==> src/rtl/dmem_arbiter.sv <==
// dmem_arbiter: shares one single-port sync data RAM between the CPU (m0) and a loader (m1),
// steering one-cycle-delayed read data back to whichever requester issued the read.
module dmem_arbiter #(
    parameter int ADDR_W    = 10,
    parameter int MAX_WAIT  = 4,
    parameter int PRIO_MODE = 0
) (
    input  logic              clk,
    input  logic              rst_n,
    input  logic              m0_req,
    input  logic [3:0]        m0_we,
    input  logic [31:0]       m0_addr,
    input  logic [31:0]       m0_wdata,
    output logic              m0_gnt,
    output logic              m0_stall,
    output logic              m0_rvalid,
    output logic [31:0]       m0_rdata,
    input  logic              m1_req,
    input  logic [3:0]        m1_we,
    input  logic [31:0]       m1_addr,
    input  logic [31:0]       m1_wdata,
    output logic              m1_gnt,
    output logic              m1_rvalid,
    output logic [31:0]       m1_rdata,
    output logic              ram_ena,
    output logic [3:0]        ram_wea,
    output logic [ADDR_W-1:0] ram_addr,
    output logic [31:0]       ram_dina,
    input  logic [31:0]       ram_douta,
    output logic              err
);
    localparam logic [3:0] MW = 4'(MAX_WAIT);

    logic [3:0]  age_q, age_d;
    logic        ptr_q, ptr_d, pend_q, pend_d, own_q, own_d, oor_q, oor_d, err_q, err_d;
    logic        any_req, sel1, oor;
    logic [31:0] addr;
    logic [3:0]  we;

    always_comb begin
        any_req   = rst_n & (m0_req | m1_req);
        // m1 takes the slot when alone, or when its turn/aging threshold says so
        sel1      = m1_req & (~m0_req | ((PRIO_MODE != 0) ? ptr_q : (age_q == MW)));
        addr      = sel1 ? m1_addr : m0_addr;
        we        = sel1 ? m1_we : m0_we;
        oor       = |addr[31:ADDR_W];
        m0_gnt    = any_req & ~sel1;
        m1_gnt    = any_req & sel1;
        m0_stall  = m0_req & ~m0_gnt;
        ram_ena   = any_req & ~oor;
        ram_wea   = ram_ena ? we : 4'd0;
        ram_addr  = addr[ADDR_W-1:0];
        ram_dina  = sel1 ? m1_wdata : m0_wdata;
        age_d     = (m1_req & ~m1_gnt) ? ((age_q == MW) ? age_q : age_q + 4'd1) : 4'd0;
        ptr_d     = any_req ? ~sel1 : ptr_q;
        pend_d    = any_req & ~|we;
        own_d     = sel1;
        oor_d     = oor;
        err_d     = any_req & oor;
        m0_rvalid = pend_q & ~own_q;
        m1_rvalid = pend_q & own_q;
        m0_rdata  = (m0_rvalid & ~oor_q) ? ram_douta : 32'd0;
        m1_rdata  = (m1_rvalid & ~oor_q) ? ram_douta : 32'd0;
        err       = err_q;
    end

    always_ff @(posedge clk or negedge rst_n) begin
        if (!rst_n) begin
            age_q  <= 4'd0;
            ptr_q  <= 1'b0;
            pend_q <= 1'b0;
            own_q  <= 1'b0;
            oor_q  <= 1'b0;
            err_q  <= 1'b0;
        end else begin
            age_q  <= age_d;
            ptr_q  <= ptr_d;
            pend_q <= pend_d;
            own_q  <= own_d;
            oor_q  <= oor_d;
            err_q  <= err_d;
        end
    end
endmodule

==> config.mk <==
export PLATFORM = sky130hd
export DESIGN_NAME = dmem_arbiter
export DESIGN_NICKNAME = d
export VERILOG_FILES = /design/src/rtl/dmem_arbiter.sv
export SDC_FILE = /design/constraint.sdc
export NUM_CORES = 1
export LEC_CHECK = 0
export CAP_MARGIN = 5
export CORE_AREA = 2 2 112 114
export CTS_BUF_LIST = sky130_fd_sc_hd__clkbuf_8
export DETAILED_ROUTE_END_ITERATION = 12
export DIE_AREA = 0 0 114 116
export HOLD_SLACK_MARGIN = 0.03
export PLACE_DENSITY = 0.69
export RECOVER_POWER = 25
export SYNTH_ARGS = -nofsm -noshare
export SYNTH_HDL_FRONTEND = slang
export SYNTH_SLANG_ARGS = --single-unit
export TNS_END_PERCENT = 5
==> constraint.sdc <==
create_clock -name clk -period 1.6 [get_ports clk]
set_clock_uncertainty 0.05 [all_clocks]
set_input_delay 0.16 -clock clk [delete_from_list [all_inputs] [get_ports clk]]
set_output_delay 0.16 -clock clk [all_outputs]
set_load 0.005 [all_outputs]
==> summary.md, run 1 <==
| Metric | Value |
|---|---|
| FF/Latch Area | 200 µm² |
| First-pass GRT wire length | 15.4 mm |
| Initial antenna violation count | 0 |
| Final setup fails | 71 |
| Initial core utilization | 13.1% |
| Outcome | finished, violations left |
| Worst relative slew slack | 69.3% |
| Largest cells by area after synthesis | nand2_1 (31%), and2_1 (26%), dfrtp_1 (13%) |
| Antenna Nets Post-Route | 0 |
| FMAX | 453 MHz |
| Top-area cell type share of the netlist area | 30.9% |
| Via Count | 3159 |
| Total clock sinks | 8 |
| Die area | 13200 µm² |
| Core area | 11900 µm² |
| Sequential area share after synthesis | 12.8% |
| Mapped Cells | 280 |
| All-Layer GR Usage | 14.7% |
| WL/cell | 14.1 µm |
| GRT overflow | 0 |
| Flops & latches, synth | 8 |
| CTS buffer count | 3 |
| Hold Fails Final Rpt | 0 |
| VDD IR max | 0.238 mV |
| Slew @ Worst Pin | 0.460 ns |
| Drt initial violations | 68 |
| Vias in the first global route | 3088 |
| Port Buffers | 288 |
| Worst Path Max Fanout | 8 |
| Chip height | 116 µm |
| Period utilisation layout | 138% |
| Worst setup margin | -0.606 ns |
| TritonRoute pass-1 iters | 4 |
| HP Class | input port to asynchronous set/reset pin |
| Via density | 4.16 |
| Clock-pin transition on the worst setup and hold timing paths | 0.04 ns |
| IO Pins | 289 |
| Routed WL | 10.7 mm |
| Nets@finish | 788 |
| TritonCTS clock tree | built |
| CTS Buffer Depth | 2 |
| Worst slack, placed | -0.830 ns |
| Half-perimeter wire length after placement | 8.66 mm |
| Synth warn | 0 |
| Max-capacitance violation count | 0 |
| Cts hold-fix bufs | 0 |
| Synth Flop Type | dfrtp_1 |
| Fin area | 5110 µm² |
| Pin count of the biggest net entering global routing | 33 |
| Failing checks | negative setup slack |
| Chip width | 114 µm |
| RSZ-0062 raised after global routing | yes |
| CP arrival | 2.00 ns |
| Area delta synth->final | 226% |
| Crit. End Element | output pin |
| Placer Congestion | 0.887 |
| Pwr Density | 313 nW/µm² |
| Startpoint types | flop |
| ANT cells | 0 |
| Synth unique cells | 28 |
| Crit path time final | 2.21 ns |
| Leakage | 2.37 nW |
| Avg Inst Size Synth | 5.59 µm² |
| Placed cell areas | 4820 µm² |
| Clk_lat worst skew | 0.22 ns |
| Row count | 40 |
| Multi-input combinational cell area | 1410 µm² |
| Root buffer cell | clkbuf_8 |
| Slew Viols, Final | 0 |
| Async SR Flop Fraction | 100% |
| Post-route DRC | 0 |
| # H-tree levels | 1 |
| Post-Syn Nets | 454 |
| Mapped cell area | 1570 µm² |
| Fraction of layout cells with a size suffix above 1 | 30.4% |
| EDFF count, synth | 0 |
| Fillcell total | 1234 |
| Critical path required time | 1.39 ns |
| Dominant cell type by area after synthesis | nand2_1 |
| Setup CP Type | flop to output pin |
## per-stage QoR
stage	std cells	TNS (ns)	util [%]	hold slack (ns)	total power, mW
after floorplan	280	-0.0122	-	-0.186	0.480
after global placement	723	-32.46	40.5	0.459	1.22
after detailed placement	723	-34.53	40.5	0.455	1.24
after CTS	758	-28.26	43.5	0.221	1.60
after global routing	759	-37.16	42.9	0.442	1.70
final	759	-29.28	42.9	0.397	1.60
## placed cells by master (no fill, tap or decap), drive strengths merged, types with 2 or more instances in the layout
cell type      synthesis  layout
clkdlybuf4s15          0      42
clkbuf                10      23
nand3                  6       6
inv                    5       5
nor2                   8       8
o21ai                  3       3
clkdlybuf4s50          0     174
nor4                  11      11
xnor2                  2       2
buf                    5     104
nor3                   2       2
and4                   2       2
dlygate4sd2            0       2
and3b                  3       3
and2                  66      66
nand4                  4       4
a21oi                  9       9
ha                     2       2
nand2                129     129
dfrtp                  8       8
## report_power, final
| part | internal (mW) | switching [mW] |
|---|---|---|
| Sequential | 0.218 | 0.00956 |
| Combinational | 0.745 | 0.394 |
| Clock | 0.162 | 0.0709 |
## layout make-up
| cell class | instances | area share (%) |
|---|---|---|
| tap | 147 | 3.60 |
| timing repair buffer | 344 | 63.6 |
| sequential | 8 | 3.92 |
| inverter | 5 | 0.514 |
| clock buffer | 3 | 0.808 |
| multi-input combinational | 252 | 27.6 |
## Yosys cell counts (2+ instances only)
cell	count
nor4_1	11
nor2_1	8
dfrtp_1	8
nand4_1	4
nand2_1	129
ha_1	2
clkbuf_1	10
a21oi_1	9
inv_1	4
and2_1	66
nand3_1	5
and3b_1	3
buf_2	3
buf_4	2
xnor2_1	2
and4_1	2
## final timing paths
kind,start,to,slack [ns],cells after the start
setup / recovery,age_q[1],ram_dina[5],-0.61,11
hold / removal,rst_n,age_q[3],0.40,2
setup reg to reg,age_q[1],pend_q,-0.29,10
hold reg to reg,age_q[3],age_q[3],0.57,3
max in group asynchronous,rst_n,err,0.79,2
min in group clk,age_q[3],age_q[3],0.57,3
## worst max-delay path, cell delays in order (launching register included)
cell,delay [ns]
dfrtp_1,0.36
inv_2,0.06
ha_4,0.16
and3b_2,0.23
o21ai_4,0.25
buf_6,0.16
inv_8,0.05
buf_12,0.12
buf_16,0.14
nand2_2,0.07
nand2_1,0.06
buf_2,0.12
## per-layer routing
metal	track usage [%]	vias up	wire (µm)
met5	0	-	0
met4	6.50	0	443
met3	2.35	26	902
met2	29.7	199	5770
met1	14.7	1376	3610
li1	-	1558	-
## sequential cells by signal, summed over array words and instances (netlist names)
name    count
own_q       1
err         1
age_q       4
oor_q       1
pend_q      1
## cell families (layout without fill, tap and decap cells)
logic type / count (synthesis) / count (layout) / share of synthesized area, %
AND/OR/NAND/NOR: 235 / 235 / 73.7
buffers and inverters: 20 / 352 / 5.51
AO/OA/AOI/OAI: 13 / 13 / 5.28
flip-flops: 8 / 8 / 12.8
adder cells (fa/ha/maj): 2 / 2 / 1.60
XOR/XNOR: 2 / 2 / 1.12
## repair_timing
item                                    in CTS  in global routing
endpoints found under the hold margin        0                  0
endpoints found under the setup margin     122                122
setup buffers                               27                  2
pin swaps                                   24                  9
resized for setup                          389                 31
cloned                                       5                  0
(Power assumes the default switching activity.)
==> inputs of run 2 (changes only) <==
Settings changed: ABC_AREA set to 1, CORE_AREA 2 2 112 114 to 2 2 113 115, DIE_AREA 0 0 114 116 to 0 0 115 117, PLACE_DENSITY 0.69 to 0.68.
==> run 2 against run 1 <==
Effect of this change: the flow still finishes with violations (negative setup slack); combinational power fell by 6%; clock power up 6%; setup slack better by 0.11 ns; worst hold slack worse by 0.045 ns; total power fell by 3.4%; die area is 1.7% higher; register-to-register slack better by 0.08 ns; non-clock buffer count decreased by 12; synthesized cell count rose by 23%; global-route usage is 1.4 points lower; sequential share of layout area increased by 0.11 points; synthesized area grew 2.9%; largest cell class unchanged; largest power group unchanged.
==> summary.md, run 2 <==
| Metric | Value |
|---|---|
| Outcome | finished, violations left |
| Failing checks | negative setup slack |
| DR top layer | met4 |
| Flip-flop count of the largest register after layout | 4 |
| TritonRoute pass-1 iters | 4 |
| Core area | 12300 µm² |
| Critical path required time | 1.39 ns |
| Area delta synth->final | 208% |
| Setup CP Type | flop to output pin |
| Via density | 3.85 |
| Synth top cells by count | nand2_1 (148), nor2_1 (100), inv_1 (47), dfrtp_1 (8), clkbuf_1 (6) |
| RSZ-0062 raised after global routing | yes |
| Slew Viols, Final | 0 |
| TritonCTS clock tree | built |
| Worst setup margin | -0.501 ns |
| Synth warn | 0 |
| Worst relative slew slack | 72.5% |
| Most frequent cells in the layout | clkdlybuf4s50_1 (180), nand2_1 (139), nor2_1 (93), inv_1 (45), buf_2 (45) |
| Vias in the first global route | 2805 |
| Via Count | 3137 |
| Row count | 41 |
| Pwr Density | 311 nW/µm² |
| Flops & latches, synth | 8 |
| Die area | 13500 µm² |
| Clk_lat worst skew | 0.23 ns |
| FMAX | 476 MHz |
| Chip height | 117 µm |
| # H-tree levels | 1 |
| Design Power | 1.55 mW |
| Pin count of the biggest net entering global routing | 34 |
| Mapped Cells | 345 |
| Worst Path Max Fanout | 7 |
| Total clock sinks | 8 |
| CTS Buffer Depth | 2 |
| Fraction of layout cells with a size suffix above 1 | 19.9% |
| Finished Layout Cells | 814 |
| Half-perimeter wire length after placement | 8.18 mm |
| Sequential area share after synthesis | 12.4% |
| Nets@finish | 840 |
| Detail Route met3 WL | 783 µm |
| WL/cell | 12.3 µm |
| Leakage | 2.73 nW |
| Crit. End Element | output pin |
| IO Pins | 289 |
| GRT overflow | 0 |
| Placed cell areas | 4810 µm² |
| All-Layer GR Usage | 13.4% |
| Most frequent cell after synthesis | nand2_1 |
| CTS buffer count | 3 |
| EDFF count, synth | 0 |
| Root buffer cell | clkbuf_8 |
| HP Class | input port to asynchronous set/reset pin |
| Synth unique cells | 23 |
| Async SR Flop Fraction | 100% |
| Setup_tns | -20.85 ns |
| Avg Inst Size Synth | 4.67 µm² |
| Drt initial violations | 111 |
| Final setup fails | 64 |
| Post-route DRC | 0 |
| Largest cells by area after synthesis | nand2_1 (34%), nor2_1 (23%), dfrtp_1 (12%) |
| Placer Congestion | 0.790 |
| Crit path time final | 2.10 ns |
| Dominant cell type by area after synthesis | nand2_1 |
| Period utilisation layout | 131% |
| CP arrival | 1.89 ns |
| Startpoint types | flop |
| Met1 wire length | 3.98 mm |
| Initial antenna violation count | 0 |
| Routed WL | 10.0 mm |
| Port Buffers | 288 |
| Most flops, register | age_q |
| Top-area cell type share of the netlist area | 34.5% |
| Hold Fails Final Rpt | 0 |
| Synth Flop Type | dfrtp_1 |
| Routed met2 length | 5.18 mm |
| Max-capacitance violation count | 0 |
| Flop-to-flop setup slack | -0.21 ns |
| Slew @ Worst Pin | 0.412 ns |
| Antenna Nets Post-Route | 0 |
| Fin area | 4960 µm² |
| VDD IR max | 0.181 mV |
| Initial core utilization | 13.1% |
| Worst slack, placed | -0.645 ns |
| Clock-pin transition on the worst setup and hold timing paths | 0.04 ns |
| Mapped cell area | 1610 µm² |
| Cts hold-fix bufs | 0 |
| Post-Syn Nets | 519 |
| Cells after DPL | 793 |
| Commonest non-fill, non-tap cell in the layout | clkdlybuf4s50_1 |
| Chip width | 115 µm |
| First-pass GRT wire length | 14.1 mm |
| ANT cells | 0 |
## run 2: final timing paths
check / startpoint / to / depth (start not counted)
setup / recovery: age_q[0] / ram_dina[1] / 12
hold / removal: rst_n / age_q[2] / 2
setup reg to reg: age_q[0] / pend_q / 12
hold reg to reg: age_q[0] / age_q[0] / 3
max in group asynchronous: rst_n / pend_q / 2
min in group clk: age_q[0] / age_q[0] / 3
## run 2: critical path: stages (launching register included)
cell and delay (ns):
dfrtp_1 0.38, inv_2 0.09, ha_4 0.15, nand3_4 0.08
a21oi_4 0.18, buf_12 0.13, buf_4 0.10, buf_12 0.11
buf_12 0.12, buf_4 0.11, nand2_1 0.04, nand2_1 0.04
buf_2 0.11
## run 2: per-layer routing
layer  GRT usage, %  up-vias
li1               -     1634
met1           16.1     1315
met2           25.6      181
met3           2.01        7
met4           2.09        0
met5              0        -
## run 2: through the flow
stage | util, % | hold WS [ns]
after floorplan | - | -0.186
after global placement | 39.1 | 0.433
after detailed placement | 39.1 | 0.438
after CTS | 40.0 | 0.192
after global routing | 40.3 | 0.420
final | 40.3 | 0.352
## run 2: repair_timing
item,4_1_cts,5_1_grt
pin swaps,10,5
resized for setup,273,52
buffers inserted,11,3
endpoints found under the setup margin,119,100
gates cloned,4,0
## run 2: report_power, final
| part | internal, mW | total [mW] | switching (mW) |
|---|---|---|---|
| Combinational | 0.692 | 1.07 | 0.381 |
| Sequential | 0.217 | 0.226 | 0.00876 |
| Clock | 0.163 | 0.246 | 0.0830 |
## run 2: cell families (layout without fill, tap and decap cells)
kind of cell / count (synthesis) / after routing / synth area share, %
buf+inv: 63 / 382 / 17.6
simple gates: 260 / 260 / 63.6
fa+ha+maj: 2 / 2 / 1.55
compound gates: 10 / 10 / 3.81
flops: 8 / 8 / 12.4
xor+xnor: 2 / 2 / 1.09
## run 2: layout make-up
class / instances / area [µm²]
fillers: 1309 / 7350
well taps: 150 / 188
flip-flops and latches: 8 / 200
multi-input cells: 274 / 1220
clock buffers: 3 / 41.3
inverters: 47 / 176
repair buffers: 332 / 3130
